--- src/rtl/bus_arbiter_drv.sv ---
// bus_arbiter_drv: two-source arbiter feeding the 4-bit tristate bus buffer.
// Grants the shared bus to source A or B and registers the driven word and the
// buffer enable. A one-cycle bus-free TURN gap is inserted between owners.
// Under contention, ownership is bounded to MAX_BURST consecutive cycles.
//
// Handshake: req_a/req_b are level requests. They are sampled on every rising
// edge and are never latched. A source owns the bus, and sees its data on
// drv_data, in every cycle where its gnt is high. gnt_x rises at the first edge
// at which the arbiter grants req_x. It falls at the edge where req_x is seen
// low, or where the burst limit is reached while the other source requests.
module bus_arbiter_drv #(
    parameter int WIDTH     = 4,
    parameter int MAX_BURST = 4
) (
    input  logic             clk,
    input  logic             rst_n,
    input  logic             req_a,
    input  logic [WIDTH-1:0] data_a,
    input  logic             req_b,
    input  logic [WIDTH-1:0] data_b,
    output logic             gnt_a,
    output logic             gnt_b,
    output logic             drv_en,
    output logic [WIDTH-1:0] drv_data,
    output logic             busy
);

    localparam int CW = $clog2(MAX_BURST) + 1;
    localparam logic [CW-1:0] CNT_MAX = CW'(MAX_BURST - 1);

    typedef enum logic [1:0] {
        IDLE  = 2'd0,
        OWN_A = 2'd1,
        OWN_B = 2'd2,
        TURN  = 2'd3
    } state_t;

    state_t         state, state_nxt;
    logic [CW-1:0]  burst_cnt, cnt_nxt;
    logic           last_owner, last_nxt;   // 0 = A, 1 = B
    logic           gnt_a_nxt, gnt_b_nxt, drv_en_nxt;
    logic [WIDTH-1:0] drv_data_nxt;

    // State, burst counter, fairness memory and registered bus outputs.
    always_ff @(posedge clk or negedge rst_n) begin
        if (!rst_n) begin
            state      <= IDLE;
            burst_cnt  <= '0;
            last_owner <= 1'b1;
            gnt_a      <= 1'b0;
            gnt_b      <= 1'b0;
            drv_en     <= 1'b0;
            drv_data   <= '0;
        end else begin
            state      <= state_nxt;
            burst_cnt  <= cnt_nxt;
            last_owner <= last_nxt;
            gnt_a      <= gnt_a_nxt;
            gnt_b      <= gnt_b_nxt;
            drv_en     <= drv_en_nxt;
            drv_data   <= drv_data_nxt;
        end
    end

    // Next-state: arbitrate from IDLE/TURN, bound or release ownership otherwise.
    always_comb begin
        state_nxt = state;
        cnt_nxt   = burst_cnt;
        last_nxt  = last_owner;
        case (state)
            IDLE, TURN: begin
                // On contention the source that did not own last wins.
                if (req_a && (!req_b || last_owner)) begin
                    state_nxt = OWN_A;
                    cnt_nxt   = '0;
                    last_nxt  = 1'b0;
                end else if (req_b) begin
                    state_nxt = OWN_B;
                    cnt_nxt   = '0;
                    last_nxt  = 1'b1;
                end else begin
                    state_nxt = IDLE;
                end
            end
            OWN_A: begin
                if (!req_a || (req_b && burst_cnt == CNT_MAX)) begin
                    state_nxt = TURN;
                end else if (burst_cnt != CNT_MAX) begin
                    cnt_nxt = burst_cnt + 1'b1;
                end
            end
            OWN_B: begin
                if (!req_b || (req_a && burst_cnt == CNT_MAX)) begin
                    state_nxt = TURN;
                end else if (burst_cnt != CNT_MAX) begin
                    cnt_nxt = burst_cnt + 1'b1;
                end
            end
            default: state_nxt = IDLE;
        endcase
    end

    // Outputs: bus drive values taken from the next state, busy from the current state.
    always_comb begin
        gnt_a_nxt    = (state_nxt == OWN_A);
        gnt_b_nxt    = (state_nxt == OWN_B);
        drv_en_nxt   = gnt_a_nxt | gnt_b_nxt;
        drv_data_nxt = '0;
        if (gnt_a_nxt)      drv_data_nxt = data_a;
        else if (gnt_b_nxt) drv_data_nxt = data_b;
        busy = (state != IDLE);
    end

endmodule

--- config.mk ---
export PLATFORM = sky130hd
export DESIGN_NAME = bus_arbiter_drv
export DESIGN_NICKNAME = d
export VERILOG_FILES = /design/src/rtl/bus_arbiter_drv.sv
export SDC_FILE = /design/constraint.sdc
export NUM_CORES = 1
export LEC_CHECK = 0
export ABC_AREA = 1
export CAP_MARGIN = 20
export CORE_MARGIN = 2
export CORE_UTILIZATION = 45
export DETAILED_ROUTE_END_ITERATION = 8
export MAX_ROUTING_LAYER = met4
export PLACE_DENSITY = 0.86
export SLEW_MARGIN = 40
export SYNTH_ARGS = -nofsm -noshare
export SYNTH_HDL_FRONTEND = slang
export SYNTH_SLANG_ARGS = --single-unit
--- constraint.sdc ---
create_clock -name clk -period 4.1 [get_ports clk]
set_input_delay 0.615 -clock clk [delete_from_list [all_inputs] [get_ports clk]]
set_output_delay 0.615 -clock clk [all_outputs]
set_load 0.03 [all_outputs]
* Word level (Yosys, flattened, before mapping) *
Index checks and enable logic that the tools add are counted.

operators by class
  shift operators = 0
  $add $sub $neg = 1
  muxes and demuxes = 15
  bitwise gates (word level) = 1
  divide/modulo/power cells = 0
  order comparisons = 0
  eq/ne operators = 10
  $mul = 0
  reductions and logical operators = 14

operators with widths
  cell                 count
  $mux 3               5
  $pmux 3 s3           1
  $mux 2               4
  $mux 4               2
  $eq 2x2->1 const B   3
  $pmux 2 s3           1
  $eq 2x1->1 const B   2
  $ne 2x2->1 const B   2
  $reduce_bool 2->1    2
  $add 3x1->3 const B  1
  $eq 3x2->1 const B   1
  $logic_and 1x1->1    3
  $logic_or 1x1->1     3
  $ne 3x2->1 const B   1
  $ne 3x3->1 const B   1
  $reduce_and 3->1     1
  $logic_not 1->1      2
  $logic_not 2->1      1
  $mux 1               2
  $reduce_and 2->1     1
  $reduce_or 2->1      1
  $or 1x1->1           1

storage, ports and cells
  input bits = 12
  logic and storage cells = 48
  memory bits (writable) = 0
  latch bits = 0
  output and inout port bits = 8
  memories = 0
  memory bits (read-only) = 0
  register bits = 13

* Depth between registers and ports, before layout *
  word-level depth = 8
  mapped depth = 12
  mapped depth without buffers = 12

* Worst setup path after synthesis *
OpenSTA, ideal clock, no wires.

  path type = register to register
  from = register state[0]
  to = register drv_data[0]
  data arrival time = 1.610 ns
  slack = 2.373 ns
  required time = 3.982 ns
  cell stages (with the launch flop) = 12
  buffers on the path = 0
  clock period less this slack = 1.727 ns
  library setup time = 0.118 ns
  cells stage by stage = dfrtp_1 > inv_1 > ha_1 > inv_2 > nand2_2 > a21oi_2 > a21oi_2 > inv_1 > ha_1 > inv_2 > nand3_1 > nand2_1

on the way
  elaborated cells on any way between the ends = 12
  classes of those cells = eq/ne: 5; mux: 5; reduce/logical: 2

RTL lines
  item                                           RTL line  source
  from (decl)                                    38        state_t state, state_nxt;
  from (signal assigned)                         55        state <= state_nxt;
  $eq 2x2->1 or $logic_not 2->1 (tied branches)  70        case (state)
  $reduce_or 2->1                                70
  $pmux 2 s3 (*)                                 70
  net state_nxt[0]                               38
  $eq 2x1->1 (*)                                 105       gnt_a_nxt = (state_nxt == OWN_A);
  net gnt_a_nxt                                  41        logic gnt_a_nxt, gnt_b_nxt, drv_en_nxt;
  $mux 4 (*)                                     109       if (gnt_a_nxt) drv_data_nxt = data_a;
  net drv_data_nxt[0]                            42        logic [WIDTH-1:0] drv_data_nxt;
  to (signal assigned)                           61        drv_data <= drv_data_nxt;
  to (decl)                                      24        output logic [WIDTH-1:0] drv_data,

The timed path passes the listed nets; every way through them passes the cells marked *.
A chain may end at the register's enable or synchronous reset.

* Final worst setup path *
  from = register state[0]
  to = output port busy

on the way
  word-level cells in the longest chain between the ends = 1

RTL lines
  item               RTL line  source
  $reduce_bool 2->1  111       busy = (state != IDLE);
  to (decl)          25        output logic busy

No other way between the ends.

==> results_dict.tcl <==
set metrics [dict create \
    die_x_um 42.89 \
    p_int_mw 0.4169 \
    ctsHtreeMaxLevel 1 \
    cts_sinks 13 \
    min_path_cells 2 \
    hold_end "burst_cnt[2]$_DFFE_PN0P_" \
    arrival_ps 1600 \
    r2r_start "state[0]$_DFF_PN0_" \
    setup_viol 0 \
    portBuffers 19 \
    numCtsBuffers 3 \
    synth_nets 97 \
    cap_violations 0 \
    worst-path-max-fanout 3 \
    overflow 0 \
    synth_area_leaders "dfrtp_1, ha_1, nand2_1" \
    synth.avg_cell_area_um2 8.726 \
    combPwrFrac_pct 62.4 \
    antenna_found_initial 0 \
    p_clk_share_pct 10.0 \
    p_per_area_nw_per_um2 849.8 \
    startpoint "state[0]$_DFF_PN0_" \
    clockBufferDepth 2 \
    rsz0062_at_grt "false" \
    first_iter_violations 4 \
    crit_chain "inv_1 > ha_1 > inv_1 > clkdlybuf4s50_1" \
    hold_path_class "reg -> reg" \
    maxSlewViolCount 0 \
    crit_top_cell "inv_1" \
    wirelength_mm 1.243 \
    total_power_mw 0.7794 \
    ff2ff_path_depth 11 \
    finish.utilization_pct 63.08 \
    core_um2 1454 \
    first_global_vias 550 \
    final.setup_skew_ps 1.194 \
    hp-start "burst_cnt[2]$_DFFE_PN0P_" \
    pwr-share-seq_pct 27.7 \
    io_pins 20 \
    area_growth_syn_to_layout_pct 34.74 \
    cts-root-buf "clkbuf_4" \
    crit_type "reg -> out" \
    finalNonFillerCells 117 \
    p_leak_nw 0.4743 \
    rows 14 \
    ys_types 15 \
    crit_path_max_incr_delay_ps 650 \
    start_kind "flip-flop" \
    hpwl_um 995.9 \
    layout.nets 121 \
    drive_above_1_share_pct 14.85 \
    synthesis.area_um2 680.7 \
    cts_tree "done" \
    cts_setup_buffers 0 \
    gp_congestion 0.8357 \
    ctsResizeCount 0 \
    period_share_pct 53.98 \
    end_kind "output pin" \
    final_cell_mix "nand2_1, clkdlybuf4s50_1, dfrtp_1" \
    relSlewSlack_pct 62.92 \
    cts.clk_slew.worst_paths_ps 80 \
    peakVddDrop_v 0.0005254 \
    start_util_pct 46.82 \
    power_switching_mw 0.3625 \
    hold_viol 0 \
    worst-slew-pin-transition_ps 554.5 \
    first_pass_iters 2 \
    ys_ff_latch 13 \
    slowest_stage "clkdlybuf4s50_1" \
    rrSetupSlack_ps 2140 \
    via_per_inst 4.761 \
    place_inst 113 \
    switching_share_pct 46.51 \
    synthCells 78 \
    n_antenna_cell 0 \
    grt_max_degree 14 \
    ys_seq_area_share_pct 47.98 \
    track_usage_pct 16.74 \
    die_h_um 42.89 \
    clkLatencyLatePin_ps 270 \
    fmax_mhz 451.8 \
    dieArea_um2 1840 \
    layout_commonest_cell "nand2_1" \
    fillers 146 \
    min_period_ps 2213 \
    synth_top_cell_by_area "dfrtp_1" \
    critical_path_required_ps 3480 \
    synth_top_cell_area_share_pct 44.12 \
    antenna_left 0 \
    wl_per_cell_um 10.62 \
    finalSetupTns_ps 0 \
    timing.hold.ws_ps 482.9 \
    status "complete, no violations" \
    grt_pass1_wl_mm 2.180 \
    worst_r2r_endpoint "drv_data[3]$_DFF_PN0_" \
    dr_total_vias 557 \
    drcViolationCount 0 \
    cts_hold_buf 0 \
    yosysWarnings 0 \
]
==> stage by stage <==
stage / area (µm²) / setup WS, ps
CTS: 917.1 / 1862
global placement: 890.9 / 1898
finish: 917.1 / 1887
global route: 917.1 / 1820
detailed placement: 890.9 / 1841
floorplan: 680.7 / 2373
==> cell usage after synthesis <==
library cell,n
a21oi_1,2
a21oi_2,2
dfrtp_1,12
dfstp_2,1
ha_1,7
inv_1,9
inv_2,2
nand2_1,22
nand2_2,5
nand3_1,5
nand3_2,1
nand4_1,3
nor2_1,5
nor2_2,1
o21ai_1,1
==> power groups by stage <==
stage | Sequential (mW) | Clock [mW] | Combinational [mW]
after global placement | 0.217 | 0 | 0.481
after detailed placement | 0.218 | 0 | 0.492
after global routing | 0.222 | 0.0885 | 0.546
after floorplan | 0.267 | 0 | 0.301
final | 0.216 | 0.0776 | 0.486
after CTS | 0.216 | 0.0833 | 0.494
==> critical path, delay by kind of cell, from the launching register on <==
family	cells	cell delay, ps
buffers and inverters	3	760
adder cells (fa/ha/maj)	1	190
flip-flops	1	380
==> kinds of logic (layout without fill, tap and decap cells) <==
kind of cell	Yosys count	count (layout)	synth area share, %
buffers and inverters	11	34	6.066
AO/OA/AOI/OAI	5	5	4.779
AND/OR/NAND/NOR	42	42	28.31
flip-flops	13	13	47.98
adder cells (fa/ha/maj)	7	7	12.87
==> sequential cells by signal, summed over array words and instances (netlist names) <==
| name | count |
|---|---|
| drv_data | 4 |
| burst_cnt | 3 |
| state | 2 |
| drv_en | 1 |
| gnt_a | 1 |
| gnt_b | 1 |
| last_owner | 1 |
==> per-layer routing <==
layer / vias to the layer above / global-route usage, % / part of all wire [%]
met1: 248 / 19.57 / 42
met4: 0 / 9.375 / 0.48
met2: 16 / 26.97 / 52
met5: - / - / 0
li1: 291 / - / -
met3: 2 / 2.979 / 5.5
==> worst max path at each step <==
stage | endpoint | cells past startpoint
2_1_floorplan | drv_data[0]$_DFF_PN0_ | 11
3_3_place_gp | drv_data[3]$_DFF_PN0_ | 10
3_5_place_dp | drv_data[1]$_DFF_PN0_ | 10
4_1_cts | busy | 4
5_1_grt | busy | 4
6_report | busy | 4
==> layout make-up <==
class	count	area, µm²	share of cell area, %
clock buffer	4	26.28	2.865
multi-input combinational	54	312.8	34.11
sequential	13	326.6	35.61
inverter	11	41.29	4.502
tap	16	20.02	2.183
timing repair buffer	19	190.2	20.74
(Power assumes the default switching activity.)
